**src/rtl/syn_wm8731_i2c_cfg_ctrl.sv**
```systemverilog
// rtl/syn_wm8731_i2c_cfg_ctrl.sv - I2C write-only configuration master for the WM8731 codec
// A local-bus register set triggers a 3-byte I2C write: device address, register address, register data.
module syn_wm8731_i2c_cfg_ctrl #(
  parameter int         P_LB_DATA_W   = 16,
  parameter int         P_LB_ADDR_W   = 8,
  parameter int         P_SCL_QTR_DIV = 125,
  parameter logic [6:0] P_DEV_ADDR    = 7'h1A
) (
  input  logic                   clk_ir,
  input  logic                   rst_sync_l,
  input  logic                   lb_wr_en,
  input  logic                   lb_rd_en,
  input  logic [P_LB_ADDR_W-1:0] lb_addr,
  input  logic [P_LB_DATA_W-1:0] lb_wr_data,
  output logic                   lb_wr_valid,
  output logic                   lb_rd_valid,
  output logic [P_LB_DATA_W-1:0] lb_rd_data,
  output logic                   i2c_scl,
  output logic                   i2c_sda_o,
  output logic                   i2c_sda_oe,
  input  logic                   i2c_sda_i,
  output logic                   cfg_done_p
);

  localparam int QW = $clog2(P_SCL_QTR_DIV + 1);

  localparam logic [2:0] S_IDLE  = 3'd0;
  localparam logic [2:0] S_START = 3'd1;
  localparam logic [2:0] S_SHIFT = 3'd2;
  localparam logic [2:0] S_ACK   = 3'd3;
  localparam logic [2:0] S_STOP  = 3'd4;

  localparam logic [P_LB_ADDR_W-1:0] A_CTRL = P_LB_ADDR_W'(8'h20);
  localparam logic [P_LB_ADDR_W-1:0] A_DATA = P_LB_ADDR_W'(8'h21);
  localparam logic [P_LB_ADDR_W-1:0] A_STAT = P_LB_ADDR_W'(8'h22);
  localparam logic [P_LB_DATA_W-1:0] RD_DEAD = P_LB_DATA_W'(16'hdead);

  logic [2:0]    state;
  logic [QW-1:0] qcnt;
  logic [1:0]    qidx;
  logic [2:0]    bit_cnt;
  logic [1:0]    byte_cnt;
  logic [15:0]   cfg_data;
  logic [15:0]   tx_data;
  logic [7:0]    shreg;
  logic          nack;
  logic          busy;
  logic          qtick;
  logic          slot_end;
  logic          start_ok;
  logic [P_LB_DATA_W-1:0] rd_mux;

  assign busy      = (state != S_IDLE);
  assign qtick     = busy && (qcnt == QW'(P_SCL_QTR_DIV - 1));
  assign slot_end  = qtick && (qidx == 2'd3);
  assign start_ok  = lb_wr_en && (lb_addr == A_CTRL) && lb_wr_data[0] && !busy;
  assign i2c_sda_o = 1'b0;

  always_comb begin
    rd_mux = RD_DEAD;
    case (lb_addr)
      A_CTRL:  rd_mux = '0;
      A_DATA:  rd_mux = P_LB_DATA_W'(cfg_data);
      A_STAT:  rd_mux = P_LB_DATA_W'({nack, busy});
      default: rd_mux = RD_DEAD;
    endcase
  end

  // Bus pins decode straight from state flops so reset releases the bus immediately.
  always_comb begin
    i2c_scl    = 1'b1;
    i2c_sda_oe = 1'b0;
    case (state)
      S_START: begin
        i2c_scl    = (qidx != 2'd3);
        i2c_sda_oe = qidx[1];
      end
      S_SHIFT: begin
        i2c_scl    = qidx[1] ^ qidx[0];
        i2c_sda_oe = ~shreg[7];
      end
      S_ACK: begin
        i2c_scl    = qidx[1] ^ qidx[0];
        i2c_sda_oe = 1'b0;
      end
      S_STOP: begin
        i2c_scl    = (qidx != 2'd0);
        i2c_sda_oe = ~qidx[1];
      end
      default: begin
        i2c_scl    = 1'b1;
        i2c_sda_oe = 1'b0;
      end
    endcase
  end

  always_ff @(posedge clk_ir or negedge rst_sync_l) begin
    if (!rst_sync_l) begin
      lb_wr_valid <= 1'b0;
      lb_rd_valid <= 1'b0;
      lb_rd_data  <= '0;
      cfg_data    <= '0;
    end else begin
      lb_wr_valid <= lb_wr_en;
      lb_rd_valid <= lb_rd_en;
      if (lb_rd_en)
        lb_rd_data <= rd_mux;
      if (lb_wr_en && (lb_addr == A_DATA) && !busy)
        cfg_data <= lb_wr_data[15:0];
    end
  end

  always_ff @(posedge clk_ir or negedge rst_sync_l) begin
    if (!rst_sync_l) begin
      qcnt <= '0;
      qidx <= 2'd0;
    end else if (!busy || qtick) begin
      qcnt <= '0;
      qidx <= busy ? qidx + 2'd1 : 2'd0;
    end else begin
      qcnt <= qcnt + QW'(1);
    end
  end

  always_ff @(posedge clk_ir or negedge rst_sync_l) begin
    if (!rst_sync_l) begin
      state      <= S_IDLE;
      bit_cnt    <= 3'd0;
      byte_cnt   <= 2'd0;
      tx_data    <= '0;
      shreg      <= '0;
      nack       <= 1'b0;
      cfg_done_p <= 1'b0;
    end else begin
      cfg_done_p <= 1'b0;
      case (state)
        S_IDLE: if (start_ok) begin
          state    <= S_START;
          nack     <= 1'b0;
          tx_data  <= cfg_data;
          shreg    <= {P_DEV_ADDR, 1'b0};
          bit_cnt  <= 3'd0;
          byte_cnt <= 2'd0;
        end
        S_START: if (slot_end) state <= S_SHIFT;
        S_SHIFT: if (slot_end) begin
          if (bit_cnt == 3'd7) begin
            state   <= S_ACK;
            bit_cnt <= 3'd0;
          end else begin
            bit_cnt <= bit_cnt + 3'd1;
            shreg   <= {shreg[6:0], 1'b0};
          end
        end
        S_ACK: begin
          // Slave drives ACK while SCL is high; sample at the end of q1.
          if (qtick && (qidx == 2'd1) && i2c_sda_i)
            nack <= 1'b1;
          if (slot_end) begin
            if (nack || (byte_cnt == 2'd2)) begin
              state <= S_STOP;
            end else begin
              state    <= S_SHIFT;
              byte_cnt <= byte_cnt + 2'd1;
              shreg    <= (byte_cnt == 2'd0) ? tx_data[15:8] : tx_data[7:0];
            end
          end
        end
        S_STOP: if (slot_end) begin
          state      <= S_IDLE;
          cfg_done_p <= 1'b1;
        end
        default: state <= S_IDLE;
      endcase
    end
  end

endmodule

```
**config.mk**
```make
export PLATFORM = sky130hd
export DESIGN_NAME = syn_wm8731_i2c_cfg_ctrl
export DESIGN_NICKNAME = d
export VERILOG_FILES = /design/src/rtl/syn_wm8731_i2c_cfg_ctrl.sv
export SDC_FILE = /design/constraint.sdc
export NUM_CORES = 1
export LEC_CHECK = 0
export CELL_PAD_IN_SITES_DETAIL_PLACEMENT = 0
export CELL_PAD_IN_SITES_GLOBAL_PLACEMENT = 1
export CORE_UTILIZATION = 46
export DETAILED_ROUTE_END_ITERATION = 6
export MAX_ROUTING_LAYER = met4
export PLACE_DENSITY = 0.89
export SLEW_MARGIN = 20
export SYNTH_ARGS = -nofsm -noshare
export SYNTH_HDL_FRONTEND = slang
export SYNTH_SLANG_ARGS = --single-unit
```
**constraint.sdc**
```tcl
create_clock -name clk_ir -period 3.3 [get_ports clk_ir]
set_input_delay 0.66 -clock clk_ir [delete_from_list [all_inputs] [get_ports clk_ir]]
set_output_delay 0.66 -clock clk_ir [all_outputs]
set_load 0.01 [all_outputs]
```
* Word-level counts from Yosys, hierarchy flattened
Cells that the tools add are included.
Word-level totals: flip-flop bits (word level) 77, bits of input ports 29, output and inout bits 22, word-level logic and storage cells 101
Cells by class: $add $sub $neg 4, equal/unequal tests 22, multiplexer cells 33, bitwise logic cells 3, reductions and logical operators 26
Operators by type and width (count):
- two-way mux 8 bit | 6
- case mux 16 bit (3 select lines) | 1
- two-way mux 3 bit | 10
- == test 8 x 6 -> 1 bit, second input constant | 3
- case mux 8 bit (3 select lines) | 1
- inequality test 2 bit, second input constant | 10
- case mux 3 bit (5 select lines) | 1
- AND reduction 6 bit | 2
- logical AND 1 bit | 9
- two-way mux 2 bit | 4
- adder 7 x 1 -> 7 bit, second input constant | 1
- == test 7 bit, second input constant | 1
- two-way mux 7 bit | 1
- == test 3 x 2 -> 1 bit, second input constant | 2
- == test 3 bit, second input constant | 2
- case mux 1 bit (3 select lines) | 2
- case mux 3 bit (2 select lines) | 1
- AND reduction 3 bit | 2
- nonzero test 2 bit | 3
- nonzero test 3 bit | 2
- adder 2 x 1 -> 2 bit, second input constant | 2
- == test 2 bit, second input constant | 2
- two-way mux 1 bit | 4
- case mux 2 bit (2 select lines) | 1
- other kinds (13) | 15

* Depth between registers and ports, before layout
word-level depth 6, gate-level depth with buffers 7, depth with buffers taken out 6

* Worst setup path after synthesis
OpenSTA, ideal clock, no wires.
path type input port to flip-flop, from input port lb_addr[4], to register shreg[0], setup time 0.125 ns, arrival 2.240 ns, data required time 3.175 ns, setup slack 0.935 ns, stages on the path 4, buffers on the path 0, cells stage by stage or4b_4 o31a_1 a2111o_1 mux2_4
Between the ends: word-level cells in the longest chain between the ends 6
RTL lines:
- start: declaration | RTL line 13 | input logic [P_LB_ADDR_W-1:0] lb_addr,
- == test 8 x 6 -> 1 bit | RTL line 56 | assign start_ok = lb_wr_en && (lb_addr == A_CTRL) && lb_wr_data[0] && !busy;
- logical AND 1 bit (3 in series) | RTL line 56
- inequality test 2 bit (no source line)
- AND reduction 6 bit (no source line)
- end signal: assignment | RTL line 141 | shreg <= {P_DEV_ADDR, 1'b0};
- end signal: assignment | RTL line 152 | shreg <= {shreg[6:0], 1'b0};
- end signal: assignment | RTL line 165 | shreg <= (byte_cnt == 2'd0) ? tx_data[15:8] : tx_data[7:0];
- end: declaration | RTL line 45 | logic [7:0] shreg;
Every way passes these cells. A chain may end at the register's enable or synchronous reset.

* Final worst setup path
from register state[1], to output port i2c_sda_oe
Between the ends: word-level cells in the longest chain between the ends 2, elaborated cells between the ends (all ways) 4, those cells by class eq/ne (3); mux (1)
RTL lines:
- start: declaration | RTL line 38 | logic [2:0] state;
- start signal: assignment | RTL line 127 | state <= S_IDLE;
- start signal: assignment | RTL line 138 | state <= S_START;
- start signal: assignment | RTL line 145 | S_START: if (slot_end) state <= S_SHIFT;
- == test 3 bit (tied with other cells) | RTL line 73 | case (state)
- case mux 1 bit (3 select lines) * | RTL line 73
- end: declaration | RTL line 20 | output logic i2c_sda_oe,
Every way passes the cells marked *; elsewhere a longest branch is shown, timed or not.

==> impl_metrics.py <==
metrics = {
    "run_status": {
        "outcome": "complete, no violations",
    },
    "clock_tree": {
        "cts.repair.resized": 0,
        "cts-root-buf": "clkbuf_8",
        "ctsHtreeMaxLevel": 3,
        "cts_made_buffers": 9,
        "clk_path_buf_depth": 2,
        "cts_hold_buffers": 0,
        "tritoncts": "done",
        "numClockSinks": 77,
        "clock_latency_ns": 0.35,
        "post_cts_buffers": 0,
        "clk_pin_slew_ns": 0.09,
    },
    "synthesis": {
        "postSynthCellCount": 320,
        "synth-edff-count": 0,
        "synth_async_sr_flop_share_pct": 100.0,
        "synth_flop_cell": "dfrtp_1",
        "netlist_area_um2": 3595,
        "avgSynthCellArea_um2": 11.23,
        "ys_ff_latch": 77,
        "ys_types": 47,
        "synthesis.nets": 358,
        "synth_warnings": 0,
        "synth-seq-area-share_pct": 53.60,
    },
    "drt": {
        "drtIter0Drc": 167,
        "wl_per_cell_um": 14.95,
        "vias": 2450,
        "routed_via_density": 5.202,
        "remaining_drc_errors": 0,
        "wl_mm": 7.041,
        "route.antenna.remaining_nets": 0,
        "drt-pass1-iter-count": 4,
    },
    "floorplan": {
        "fp.dieH_um": 90.40,
        "die-width_um": 90.40,
        "die_area_um2": 8172,
        "start_util_pct": 48.52,
        "rows": 31,
        "core_area_um2": 7408,
        "io_pins": 51,
    },
    "grt": {
        "grt_max_degree": 78,
        "grt.total_usage_pct": 19.59,
        "antenna_found_initial": 0,
        "use_met2_pct": 28.75,
        "overflow": 0,
        "grt_pass1_wl_mm": 12.29,
        "grtUsageMet1_pct": 27.31,
        "grt_pass1_vias": 2466,
        "grtUsageMet3_pct": 3.704,
        "grt.busiest_layer": "met2",
    },
    "critical_path": {
        "crit_end": "i2c_sda_oe",
        "cp-end-kind": "output pin",
        "cp-start-kind": "flop",
        "r2r_cells": 4,
        "startpoint": "state[1]",
        "r2r-start": "state[1]",
        "cp_max_fo": 17,
        "arrival_ns": 2.04,
        "crit_type": "reg2out",
        "rrSetupSlack_ns": 0.90,
        "worstPathRequired_ns": 2.64,
        "reg2reg_to": "tx_data[10]",
    },
    "power_and_ir_drop": {
        "p_leak_nw": 1.995,
        "max-vdd-ir-drop_mv": 0.2646,
        "powerDensity_nw_per_um2": 457.5,
    },
    "placement": {
        "gp_congestion": 0.7822,
        "port_buffers": 49,
        "dp_hpwl_mm": 4.926,
    },
    "timing": {
        "fmax_mhz": 370.0,
        "whs_ns": 0.4437,
        "fin_crit_sh_pct": 81.90,
        "relSlewSlack_pct": 36.79,
        "hold_violations": 0,
        "tns_ns": 0,
        "fin_skew_ns": 0.009073,
        "fin_crit_ns": 2.703,
        "grt_setup_unrepaired": "no",
        "setup-violations-final": 0,
        "worst_pin_slew_ns": 0.9481,
        "drv_slew": 0,
    },
    "cells_and_area": {
        "layout-drive-gt1-share_pct": 16.40,
        "diodes": 0,
        "nets": 405,
        "syn_to_final_growth_pct": 22.07,
    },
    "run": {
        "drv_cap": 0,
    },
    "hold_path": {
        "min_path_type": "in2async",
    },
}
-- state kept, by name (all words and copies together), names as in the netlist --
| name | cells |
|---|---|
| lb_rd_data | 16 |
| bit_cnt | 3 |
| byte_cnt | 2 |
| cfg_data | 16 |
| qcnt | 7 |
| lb_wr_valid | 1 |
| shreg | 8 |
| state | 3 |
| tx_data | 16 |
| lb_rd_valid | 1 |
| qidx | 2 |
| nack | 1 |
| cfg_done_p | 1 |
-- report_power, final --
group / switching, W / internal, W
logic: 0.0000807 / 0.0000873
clock network: 0.000379 / 0.000441
registers: 0.0000299 / 0.000990
total: 0.000490 / 0.00152
-- cells in the mapped netlist (2+ instances only) --
master	number	area [um2]
dfrtp_1	77	1927
nor2_1	34	127.6
nand2_1	25	93.84
a21oi_1	18	90.09
mux2_2	18	202.7
o21ai_0	18	90.09
mux2_4	16	240.2
inv_1	15	56.30
clkbuf_1	11	41.29
nand3_1	10	50.05
ha_1	9	112.6
mux2i_1	9	90.09
o2bb2ai_1	5	43.79
or3_1	4	25.02
a2bb2oi_1	3	26.28
buf_2	3	15.01
buf_6	3	33.78
xnor2_1	3	26.28
a22o_1	2	17.52
a31o_2	2	17.52
a31oi_1	2	12.51
and3_1	2	12.51
nand2b_1	2	12.51
nand3b_1	2	15.01
nor2b_1	2	12.51
nor3b_1	2	15.01
or4_1	2	15.01
xor2_1	2	17.52
-- worst max-delay path, stage by stage, from the launching register on --
cell and delay, ns:
dfrtp_1 0.65, nand2b_1 0.18, nor2_1 0.12, o21ai_0 0.09, o41ai_1 0.07, clkdlybuf4s50_1 0.59
-- layout by cell type, fill, tap and decap left out, drive strengths merged, types with 2 or more instances in the layout --
cell	n
xnor2	3
a22o	2
a2bb2oi	3
clkbuf	9
nand2b	2
or3	4
nand3	10
a31o	2
xor2	2
ha	9
nor2b	2
nand2	25
buf	6
mux2i	9
nor2	34
a31oi	2
a21oi	18
bufinv	2
nor3b	2
or4	2
o2bb2ai	5
nand4	2
o21ai	19
and3	2
nand3b	2
mux2	34
dfrtp	77
inv	19
clkdlybuf4s50	48
-- through the flow --
stage / power [W] / instance area [um2] / std cells / setup slack (ns) / utilization (%)
6_report: 0.002008 / 4388 / 471 / 0.5974 / 59.23
4_1_cts: 0.002026 / 4388 / 471 / 0.5663 / 59.23
3_3_place_gp: 0.001198 / 4159 / 455 / 0.3609 / 56.14
3_5_place_dp: 0.001205 / 4159 / 455 / 0.3427 / 56.14
2_1_floorplan: 0.001119 / 3595 / 320 / 0.9348 / -
5_1_grt: 0.002091 / 4388 / 471 / 0.4529 / 59.23
-- per-layer routing --
layer	up-vias	wire (um)
li1	1208	-
met4	0	103
met3	9	219
met5	-	0
met1	1188	3428
met2	45	3289
-- worst min path at each step --
stage	to	slack, ns
2_1_floorplan	bit_cnt[0]	0.36
3_3_place_gp	shreg[6]	0.47
3_5_place_dp	shreg[6]	0.47
4_1_cts	lb_rd_valid	0.48
5_1_grt	shreg[6]	0.50
6_report	lb_rd_valid	0.44
-- final cells by class --
| type | instances | area [um2] |
|---|---|---|
| clock buffer | 9 | 123.9 |
| clock inverter | 7 | 105.1 |
| fill | 590 | 3020 |
| inverter | 15 | 56.30 |
| multi-input combinational | 210 | 1514 |
| sequential | 77 | 1927 |
| tap | 99 | 123.9 |
| timing repair buffer | 54 | 538.0 |
-- logic make-up after synthesis --
kind of cell,synth area share (%)
AO/OA/AOI/OAI,10.34
XOR/XNOR,1.218
adder cells (fa/ha/maj),3.133
buffers and inverters,4.281
flip-flops,53.60
multiplexers,14.83
other,0.1043
AND/OR/NAND/NOR,12.50
Power figures use the tool's default switching activity.
